`config.mk`:
```
export PLATFORM = sky130hd
export DESIGN_NAME = hazard_ctrl
export DESIGN_NICKNAME = d
export VERILOG_FILES = /design/src/rtl/hazard_ctrl.sv
export SDC_FILE = /design/constraint.sdc
export NUM_CORES = 1
export LEC_CHECK = 0
export CAP_MARGIN = 20
export CORE_MARGIN = 2
export CORE_UTILIZATION = 35
export DETAILED_ROUTE_END_ITERATION = 10
export GPL_ROUTABILITY_DRIVEN = 0
export HOLD_SLACK_MARGIN = 0.1
export PLACE_DENSITY_LB_ADDON = 0.2
export SLEW_MARGIN = 10
export SYNTH_ARGS = -nofsm -noshare
export SYNTH_HDL_FRONTEND = slang
export SYNTH_SLANG_ARGS = --single-unit
```
`constraint.sdc`:
```
create_clock -name clk -period 2.35 [get_ports clk]
set_input_delay 0.47 -clock clk [delete_from_list [all_inputs] [get_ports clk]]
set_output_delay 0.47 -clock clk [all_outputs]
set_load 0.005 [all_outputs]
```
`src/rtl/hazard_ctrl.sv`:
```
// Pipeline hazard unit: load-use / RAW stall detection, branch flush, operand
// forwarding selects and saturating stall/flush event counters.
module hazard_ctrl #(
  parameter bit FWD_EN    = 1'b1,
  parameter bit RF_BYPASS = 1'b1,
  parameter int CNT_W     = 32
) (
  input  logic             clk,
  input  logic             rst,
  input  logic             ID_have_inst,
  input  logic [4:0]       ID_rs1,
  input  logic [4:0]       ID_rs2,
  input  logic             ID_re1,
  input  logic             ID_re2,
  input  logic [4:0]       ID_rd,
  input  logic             ID_rf_we,
  input  logic             ID_is_load,
  input  logic             EX_br_taken,
  output logic             pc_stall,
  output logic             IF_ID_stall,
  output logic             ID_EX_stall,
  output logic             IF_ID_flush,
  output logic [1:0]       fwd_rs1_sel,
  output logic [1:0]       fwd_rs2_sel,
  output logic [CNT_W-1:0] stall_cnt,
  output logic [CNT_W-1:0] flush_cnt
);

  typedef struct packed {
    logic [4:0] rd;
    logic       we;
    logic       load;
  } sh_t;

  typedef enum logic [1:0] {
    SEL_RF  = 2'd0,
    SEL_EX  = 2'd1,
    SEL_MEM = 2'd2,
    SEL_WB  = 2'd3
  } fwd_sel_e;

  sh_t ex_sh_q, ex_sh_d;
  sh_t mem_sh_q, mem_sh_d;
  sh_t wb_sh_q, wb_sh_d;
  logic [CNT_W-1:0] stall_cnt_q, stall_cnt_d;
  logic [CNT_W-1:0] flush_cnt_q, flush_cnt_d;

  logic m_ex1, m_mem1, m_wb1;
  logic m_ex2, m_mem2, m_wb2;
  logic hazard;
  logic bubble;

  function automatic logic match(input sh_t sh, input logic re, input logic [4:0] rs,
                                 input logic have);
    return have & re & (rs != 5'd0) & sh.we & (sh.rd == rs);
  endfunction

  function automatic fwd_sel_e pick(input logic ex, input logic mem, input logic wb);
    fwd_sel_e sel;
    sel = SEL_RF;
    if (FWD_EN) begin
      if (ex)                    sel = SEL_EX;
      else if (mem)              sel = SEL_MEM;
      else if (wb && !RF_BYPASS) sel = SEL_WB;
    end
    return sel;
  endfunction

  always_comb begin
    // NOTE: every signal written here is assigned a default first, so no path can infer a latch.
    m_ex1  = match(ex_sh_q,  ID_re1, ID_rs1, ID_have_inst);
    m_mem1 = match(mem_sh_q, ID_re1, ID_rs1, ID_have_inst);
    m_wb1  = match(wb_sh_q,  ID_re1, ID_rs1, ID_have_inst);
    m_ex2  = match(ex_sh_q,  ID_re2, ID_rs2, ID_have_inst);
    m_mem2 = match(mem_sh_q, ID_re2, ID_rs2, ID_have_inst);
    m_wb2  = match(wb_sh_q,  ID_re2, ID_rs2, ID_have_inst);

    hazard = 1'b0;
    if (FWD_EN) begin
      hazard = ex_sh_q.load & (m_ex1 | m_ex2);
    end else begin
      hazard = m_ex1 | m_ex2 | m_mem1 | m_mem2 | (!RF_BYPASS & (m_wb1 | m_wb2));
    end

    // A taken branch wins: the instruction held in ID is wrong-path anyway.
    pc_stall    = hazard & ~EX_br_taken;
    IF_ID_stall = hazard | EX_br_taken;
    ID_EX_stall = hazard | EX_br_taken;
    IF_ID_flush = EX_br_taken;
    bubble      = hazard | EX_br_taken;

    fwd_rs1_sel = pick(m_ex1, m_mem1, m_wb1);
    fwd_rs2_sel = pick(m_ex2, m_mem2, m_wb2);

    ex_sh_d = '0;
    if (!bubble) begin
      ex_sh_d.rd   = ID_rd;
      ex_sh_d.we   = ID_rf_we & ID_have_inst & (ID_rd != 5'd0);
      ex_sh_d.load = ID_is_load;
    end
    mem_sh_d = ex_sh_q;
    wb_sh_d  = mem_sh_q;

    stall_cnt_d = stall_cnt_q;
    if (hazard && !EX_br_taken && !(&stall_cnt_q)) stall_cnt_d = stall_cnt_q + CNT_W'(1);
    flush_cnt_d = flush_cnt_q;
    if (EX_br_taken && !(&flush_cnt_q)) flush_cnt_d = flush_cnt_q + CNT_W'(1);
  end

  always_ff @(posedge clk) begin
    // NOTE: non-blocking assignments so every flop samples pre-edge values regardless of order.
    if (rst) begin
      ex_sh_q     <= '0;
      mem_sh_q    <= '0;
      wb_sh_q     <= '0;
      stall_cnt_q <= '0;
      flush_cnt_q <= '0;
    end else begin
      ex_sh_q     <= ex_sh_d;
      mem_sh_q    <= mem_sh_d;
      wb_sh_q     <= wb_sh_d;
      stall_cnt_q <= stall_cnt_d;
      flush_cnt_q <= flush_cnt_d;
    end
  end

  assign stall_cnt = stall_cnt_q;
  assign flush_cnt = flush_cnt_q;

endmodule
```
==> results of run 1 <==
==> state kept, by name, indices dropped and copies added (netlist names) <==
| signal | count |
|---|---|
| stall_cnt | 32 |
| mem_sh_q | 6 |
| ex_sh_q | 7 |
| flush_cnt | 32 |
==> through the flow <==
step / setup TNS, ns / total power [mW]
after CTS: 0 / 2.44
after detailed placement: -18.10 / 1.52
after global routing: -2.35 / 2.52
final: -0.984 / 2.41
after floorplan: 0 / 1.42
after global placement: -15.19 / 1.51
==> placed cells by master (no fill, tap or decap), types with 3 or more instances in the layout <==
cell | Yosys | layout
sky130_fd_sc_hd__clkdlybuf4s50_1 | 0 | 74
sky130_fd_sc_hd__dfxtp_1 | 77 | 73
sky130_fd_sc_hd__nor2_1 | 48 | 47
sky130_fd_sc_hd__buf_4 | 4 | 43
sky130_fd_sc_hd__nand3_1 | 37 | 37
sky130_fd_sc_hd__xor2_1 | 26 | 26
sky130_fd_sc_hd__o21ai_0 | 26 | 24
sky130_fd_sc_hd__a21oi_1 | 30 | 24
sky130_fd_sc_hd__or3_1 | 26 | 23
sky130_fd_sc_hd__nand2_1 | 21 | 21
sky130_fd_sc_hd__nand4_1 | 20 | 20
sky130_fd_sc_hd__xnor2_1 | 20 | 17
sky130_fd_sc_hd__and3_1 | 14 | 14
sky130_fd_sc_hd__buf_6 | 1 | 14
sky130_fd_sc_hd__nor3_1 | 16 | 12
sky130_fd_sc_hd__nor2b_1 | 11 | 11
sky130_fd_sc_hd__clkbuf_8 | 0 | 10
sky130_fd_sc_hd__and2_1 | 8 | 8
sky130_fd_sc_hd__nor4_1 | 7 | 6
sky130_fd_sc_hd__and4_1 | 8 | 6
sky130_fd_sc_hd__a21oi_2 | 0 | 6
sky130_fd_sc_hd__buf_2 | 2 | 6
sky130_fd_sc_hd__or4_4 | 2 | 5
sky130_fd_sc_hd__inv_1 | 5 | 5
sky130_fd_sc_hd__nor3_4 | 0 | 4
sky130_fd_sc_hd__dlygate4sd2_1 | 0 | 4
sky130_fd_sc_hd__clkbuf_2 | 0 | 4
sky130_fd_sc_hd__xnor2_2 | 0 | 3
sky130_fd_sc_hd__or3_4 | 0 | 3
sky130_fd_sc_hd__mux2_2 | 4 | 3
sky130_fd_sc_hd__clkinv_2 | 0 | 3
sky130_fd_sc_hd__clkbuf_16 | 0 | 3
sky130_fd_sc_hd__dfxtp_4 | 0 | 3
==> layer usage <==
metal  global-route usage, %  wire length [um]  vias to the layer above
li1                        -                 -                     1937
met1                    23.7              5000                     1903
met2                    30.6              5490                       94
met3                    3.56               516                       12
met4                    8.05               161                        0
met5                       0                 0                        -
==> worst max-delay path, stage by stage (launching register included) <==
cell and delay [ns]:
sky130_fd_sc_hd__dfxtp_4 0.37, sky130_fd_sc_hd__xnor2_1 0.22, sky130_fd_sc_hd__nand4_1 0.26, sky130_fd_sc_hd__nor3_4 0.24, sky130_fd_sc_hd__buf_6 0.14, sky130_fd_sc_hd__buf_6 0.10, sky130_fd_sc_hd__o2111ai_4 0.23, sky130_fd_sc_hd__buf_12 0.24
sky130_fd_sc_hd__buf_6 0.12, sky130_fd_sc_hd__or3_4 0.36, sky130_fd_sc_hd__a21oi_2 0.11
==> where the power goes <==
group          leakage [nW]  internal (mW)  switching (mW)
Combinational          1.36         0.0916          0.0825
Sequential            0.624           1.31          0.0138
Clock                0.0880          0.408           0.505
Total                  2.07           1.81           0.601
==> kinds of logic (layout without fill, tap and decap cells) <==
kind of cell / Yosys count / count (layout) / synth area share (%)
XOR/XNOR: 46 / 46 / 10.4
adder cells (fa/ha/maj): 2 / 2 / 0.645
AND/OR/NAND/NOR: 231 / 231 / 32.4
flip-flops: 77 / 77 / 39.7
buffers and inverters: 31 / 174 / 4.35
multiplexers: 6 / 6 / 1.68
AO/OA/AOI/OAI: 70 / 70 / 10.8
==> final cells by class <==
cell class	count	area, sq um	area share (%)
clock buffer	10	138	2.40
inverter	5	18.8	0.328
tap	140	175	3.06
timing repair buffer	153	1450	25.4
multi-input combinational	355	2350	41.0
sequential	77	1550	27.1
clock inverter	6	38.8	0.677
==> worst max-delay path by stage <==
| stage | start | to | slack [ns] | cells past startpoint |
|---|---|---|---|---|
| floorplan | ID_rs2[1] | stall_cnt[1]$_SDFFE_PP0P_ | 0.15 | 9 |
| global placement | ID_rs1[1] | fwd_rs1_sel[1] | -0.59 | 6 |
| detailed placement | ID_rs1[1] | fwd_rs1_sel[1] | -0.64 | 6 |
| CTS | ID_rs1[4] | fwd_rs1_sel[0] | 0.007 | 6 |
| global route | ex_sh_q[4]$_SDFF_PP0_ | stall_cnt[3]$_SDFFE_PP0P_ | -0.15 | 10 |
| finish | ex_sh_q[4]$_SDFF_PP0_ | stall_cnt[3]$_SDFFE_PP0P_ | -0.09 | 10 |
==> what timing repair did <==
action / 4_1_cts / 5_1_grt
gates cloned: 0 / 4
resized for setup: 57 / 62
pin swaps: 8 / 40
setup buffers: 6 / 8
endpoints found under the setup margin: 31 / 26
==> impl_metrics.py, run 1 <==
metrics = {
    "sta": {
        "post-route-worst-setup-slack_ns": -0.0926,
        "grt_setup_unrepaired": "yes",
        "final_hold_viol_count": 0,
        "setup_viol": 23,
        "final-max-slew-violation-count": 0,
        "skew_ns": 0.0131,
        "worst_pin_slew_ns": 0.555,
        "maximum_clock_frequency_mhz": 409,
        "final.hold.worst_slack_ns": 0.508,
        "worst_slew_margin_rel_pct": 63.0,
        "final_period_minus_worst_setup_slack_ns": 2.44,
        "finalCritPeriodShare_pct": 104,
    },
    "synth": {
        "synthDistinctLibCells": 44,
        "synth_area_leader_cell": "sky130_fd_sc_hd__dfxtp_1",
        "postSynthAreaPerCell_sq_um": 8.38,
        "netlist_top_cells_count": "sky130_fd_sc_hd__dfxtp_1, sky130_fd_sc_hd__nor2_1, sky130_fd_sc_hd__nand3_1, sky130_fd_sc_hd__a21oi_1",
        "yosys.cell_count.top_type": "sky130_fd_sc_hd__dfxtp_1",
        "mappedNetlistArea_sq_um": 3880,
        "yosysWarningCount": 0,
        "postSynthRegisterBits": 77,
        "number_of_enable_flip_flop_cells_after_synthesis": 0,
        "postSynth.topFlopCell": "sky130_fd_sc_hd__dfxtp_1",
        "asyncSetResetFlopFracSynth_pct": 0,
        "synth_top_cell_area_share_pct": 39.7,
        "yosys-top-cells-area": "sky130_fd_sc_hd__dfxtp_1, sky130_fd_sc_hd__xor2_1, sky130_fd_sc_hd__nand3_1",
        "synthCells": 463,
        "syn_nets": 488,
        "seq_total_area_yosys_pct": 39.7,
    },
    "job": {
        "cap_viol_max_count": 0,
    },
    "route": {
        "post_drt_wl_per_cell_um": 15.0,
        "drt_iter0_markers": 126,
        "route.vias.total": 3946,
        "final_antenna_net_count": 0,
        "detail_route.drc_violations": 0,
        "count_of_tritonroute_iterations_in_the_first_routing_pass": 4,
        "drt-vias-per-instance": 5.29,
        "wirelength_mm": 11.2,
    },
    "floorplan": {
        "rows": 38,
        "design.core.area_sq_um": 10800,
        "initial_utilization_pct": 35.8,
        "io_pins": 95,
        "die_y_um": 109,
        "die_x_um": 109,
        "die_area_sq_um": 11900,
    },
    "clocking": {
        "cts.reportedPaths.clkPinSlew_ns": 0.08,
        "cts-hold-fix-buffers": 0,
        "clock-sinks": 77,
        "ctsHtreeMaxLevel": 3,
        "clock_tree_from_tritoncts": "done",
        "cts_buffers": 9,
        "cts-root-buf": "sky130_fd_sc_hd__clkbuf_8",
        "clkLatencyLatePin_ns": 0.35,
        "largest_buffer_count_on_any_clock_path": 2,
    },
    "layout": {
        "area_growth_syn_to_layout_pct": 47.6,
        "final-instance-count-excl-fill": 746,
        "layout.nets": 626,
        "fillers": 1020,
        "layout.core_utilization_pct": 52.8,
        "post_route_cells_drive_above_1_share_pct": 21.6,
        "antennaDiodeCount": 0,
        "layout.cell_area.non_filler_sq_um": 5730,
    },
    "critical_path": {
        "worstPathArrival_ns": 2.73,
        "ff2ff_setup_slack_ns": -0.09,
        "reg2reg_to": "stall_cnt[3]$_SDFFE_PP0P_",
        "critical_path_peak_fanout": 6,
        "worstRegToRegCells": 10,
        "critPathCaptureType": "register",
        "worst_r2r_startpoint": "ex_sh_q[4]$_SDFF_PP0_",
        "crit_required_ns": 2.64,
        "timing_worst_setup_path_type": "register to register",
        "worstSetupStartpointType": "register",
    },
    "global_route": {
        "globalRoute.totalOverflow": 0,
        "grt_pass1_wl_mm": 17.8,
        "grt_start_max_net_pins": 37,
        "grt_util_all_layers_pct": 18.6,
        "first_global_vias": 3845,
        "number_of_antenna_violations_at_the_first_check_in_global_routing": 0,
    },
    "placement": {
        "place_hpwl_mm": 7.57,
        "placement.setup.worst_slack_ns": -0.645,
        "numPortBuffers": 94,
        "placedInstanceArea_sq_um": 5170,
        "placed_cells": 713,
    },
    "worst_hold_path": {
        "holdPathEnd": "mem_sh_q[2]$_SDFF_PP0_",
        "hold_depth": 1,
        "hp-class": "register to register",
        "hold_path_startpoint": "ex_sh_q[2]$_SDFF_PP0_",
    },
    "status": {
        "run_status": "finished, violations left",
        "violations": "setup timing",
    },
    "power_and_ir_drop": {
        "powerDensity_nw_per_um2": 421,
        "static-leakage-power_nw": 2.07,
        "vdd_ir_drop_max_v": 0.000222,
    },
}
Power figures use the tool's default switching activity.
==> inputs of run 2 (changes only) <==
Settings changed: CTS_CLUSTER_SIZE set to 12.
==> results of run 2 <==
Same layout as run 1: the final DEF is identical, and so are final timing and power.
==> inputs of run 3 (changes only) <==
--- a/config.mk
+++ b/config.mk
@@ -8,3 +8,3 @@
 export CAP_MARGIN = 20
-export CORE_MARGIN = 2
+export CORE_MARGIN = 8
 export CORE_UTILIZATION = 35
==> constraint.sdc (replaced) <==
create_clock -name clk -period 2.35 [get_ports clk]
set_input_delay 0.235 -clock clk [delete_from_list [all_inputs] [get_ports clk]]
set_output_delay 0.235 -clock clk [all_outputs]
set_load 0.005 [all_outputs]
==> impl_metrics.py, run 3 (same netlist as run 1, synthesis figures left out) <==
metrics = {
    "sta": {
        "final_hold_viol_count": 0,
        "setup_viol": 0,
        "final_period_minus_worst_setup_slack_ns": 2.28,
        "skew_ns": 0.00908,
        "worst_slew_margin_rel_pct": 67.5,
        "final-max-slew-violation-count": 0,
        "worst_pin_slew_ns": 0.487,
        "finalCritPeriodShare_pct": 96.9,
        "maximum_clock_frequency_mhz": 439,
    },
    "clocking": {
        "cts.reportedPaths.clkPinSlew_ns": 0.08,
        "clkLatencyLatePin_ns": 0.35,
        "clock_tree_from_tritoncts": "done",
        "largest_buffer_count_on_any_clock_path": 2,
        "ctsHtreeMaxLevel": 3,
        "cts_buffers": 9,
        "clock-sinks": 77,
        "cts-root-buf": "sky130_fd_sc_hd__clkbuf_8",
    },
    "placement": {
        "numPortBuffers": 94,
        "place_hpwl_mm": 8.08,
        "placedInstanceArea_sq_um": 5200,
    },
    "global_route": {
        "grt_pass1_wl_mm": 17.9,
        "global_route.usage.met2_pct": 24.8,
        "grt_start_max_net_pins": 29,
        "globalRoute.totalOverflow": 0,
        "top_usage_layer": "met2",
        "first_global_vias": 3814,
        "number_of_antenna_violations_at_the_first_check_in_global_routing": 0,
        "grt_util_all_layers_pct": 14.8,
        "grt.met1_usage_pct": 17.0,
        "globalRouteMet3Util_pct": 4.65,
    },
    "status": {
        "run_status": "complete, no violations",
    },
    "floorplan": {
        "die_area_sq_um": 14700,
        "initial_utilization_pct": 35.8,
        "io_pins": 95,
        "rows": 38,
        "die_x_um": 121,
        "die_y_um": 121,
        "design.core.area_sq_um": 10800,
    },
    "layout": {
        "final_cell_mix": "sky130_fd_sc_hd__clkdlybuf4s50_1, sky130_fd_sc_hd__dfxtp_1, sky130_fd_sc_hd__buf_4",
        "layout.cell_area.non_filler_sq_um": 5460,
        "area_growth_syn_to_layout_pct": 40.7,
        "post_route_cells_drive_above_1_share_pct": 14.3,
        "final_common_cell": "sky130_fd_sc_hd__clkdlybuf4s50_1",
        "layout.nets": 616,
        "antennaDiodeCount": 0,
    },
    "critical_path": {
        "worstSetupStartpointType": "input port",
        "cp_slowest_stage_delay_ns": 0.59,
        "critical_path_peak_fanout": 5,
        "ff2ff_setup_slack_ns": 0.14,
        "cp_cell_sequence": "clkdlybuf4s50_1, or4_4, o211ai_4, nor3_4, clkdlybuf4s50_1",
        "worst-path-buf-inv": 2,
        "slowest_stage": "sky130_fd_sc_hd__or4_4",
        "worst_path_dominant_cell_family": "buffers and inverters",
        "worstPathArrival_ns": 2.04,
        "crit_required_ns": 2.12,
        "crit_path_start": "ID_rs1[4]",
        "critPathCaptureType": "output port",
        "critical-path-top-cell-by-count": "sky130_fd_sc_hd__clkdlybuf4s50_1",
        "timing_worst_setup_path_type": "input port to output port",
        "path_depth": 5,
        "reg2reg_to": "stall_cnt[6]$_SDFFE_PP0P_",
        "worst_r2r_startpoint": "stall_cnt[11]$_SDFFE_PP0P_",
        "endpoint": "fwd_rs1_sel[0]",
        "worstRegToRegCells": 8,
    },
    "power_and_ir_drop": {
        "powerDensity_nw_per_um2": 438,
        "fin_total_pwr_mw": 2.39,
        "static-leakage-power_nw": 1.94,
        "vdd_ir_drop_max_v": 0.000324,
    },
    "route": {
        "route.vias.total": 3831,
        "drt_iter0_markers": 195,
        "post_drt_wl_per_cell_um": 14.8,
        "count_of_tritonroute_iterations_in_the_first_routing_pass": 4,
        "detail_route.drc_violations": 0,
        "wirelength_mm": 10.9,
        "final_antenna_net_count": 0,
        "drt-vias-per-instance": 5.21,
    },
    "job": {
        "cap_viol_max_count": 0,
    },
    "worst_hold_path": {
        "hp-class": "input port to register",
    },
}
[run 3: stage by stage]
stage / worst slack [ns] / hold WS (ns) / util, % / setup TNS (ns) / cells
finish: 0.0735 / 0.264 / 50.4 / 0 / 736
global route: -0.000828 / 0.265 / 50.4 / -0.000828 / 736
CTS: -0.0609 / 0.236 / 49.8 / -0.145 / 734
detailed placement: -0.243 / 0.499 / 48.0 / -4.75 / 716
global placement: -0.191 / 0.477 / 48.0 / -3.03 / 716
floorplan: 0.316 / 0.357 / - / 0 / 463
[run 3: how the worst min path moves through the flow]
stage / end / start / depth (start not counted) / slack (ns)
2_1_floorplan: ex_sh_q[0]$_SDFF_PP0_ / ID_is_load / 1 / 0.36
3_3_place_gp: stall_cnt[26]$_SDFFE_PP0P_ / stall_cnt[26]$_SDFFE_PP0P_ / 2 / 0.48
3_5_place_dp: stall_cnt[26]$_SDFFE_PP0P_ / stall_cnt[26]$_SDFFE_PP0P_ / 2 / 0.50
4_1_cts: stall_cnt[26]$_SDFFE_PP0P_ / rst / 2 / 0.24
5_1_grt: stall_cnt[25]$_SDFFE_PP0P_ / rst / 2 / 0.27
6_report: stall_cnt[26]$_SDFFE_PP0P_ / rst / 2 / 0.26
[run 3: area by class of cell]
type	instances	area (sq um)
well taps	140	175
inverters	5	18.8
fillers	1076	5380
clock buffers	12	145
flip-flops and latches	77	1540
multi-input cells	355	2220
clock inverters	4	23.8
repair buffers	143	1330
[run 3: timing repair]
item / in CTS / in global routing
gates resized for setup: 8 / 10
buffers inserted: 2 / 2
hold buffers: 0 / 0
endpoints found under the setup margin: 5 / 8
pin swaps: 3 / 6
[run 3: metal layers]
layer	share of wire, %	vias to the layer above
met5	0	-
met3	5.4	14
li1	-	1923
met4	1.6	0
met1	44	1818
met2	49	76
[run 3: worst register-to-register path, cell delays in order (launching register included)]
cell                        delay (ns)
sky130_fd_sc_hd__dfxtp_1          0.36
sky130_fd_sc_hd__and4_1           0.20
sky130_fd_sc_hd__and4_1           0.29
sky130_fd_sc_hd__nand4_1          0.21
sky130_fd_sc_hd__o2111ai_2        0.18
sky130_fd_sc_hd__buf_12           0.20
sky130_fd_sc_hd__buf_12           0.15
sky130_fd_sc_hd__or4_1            0.40
sky130_fd_sc_hd__a21oi_1          0.16
[run 3: power breakdown]
| part | switching (mW) | internal, mW | total (mW) |
|---|---|---|---|
| logic | 0.0786 | 0.0972 | 0.176 |
| clock network | 0.477 | 0.410 | 0.887 |
| registers | 0.0130 | 1.31 | 1.33 |
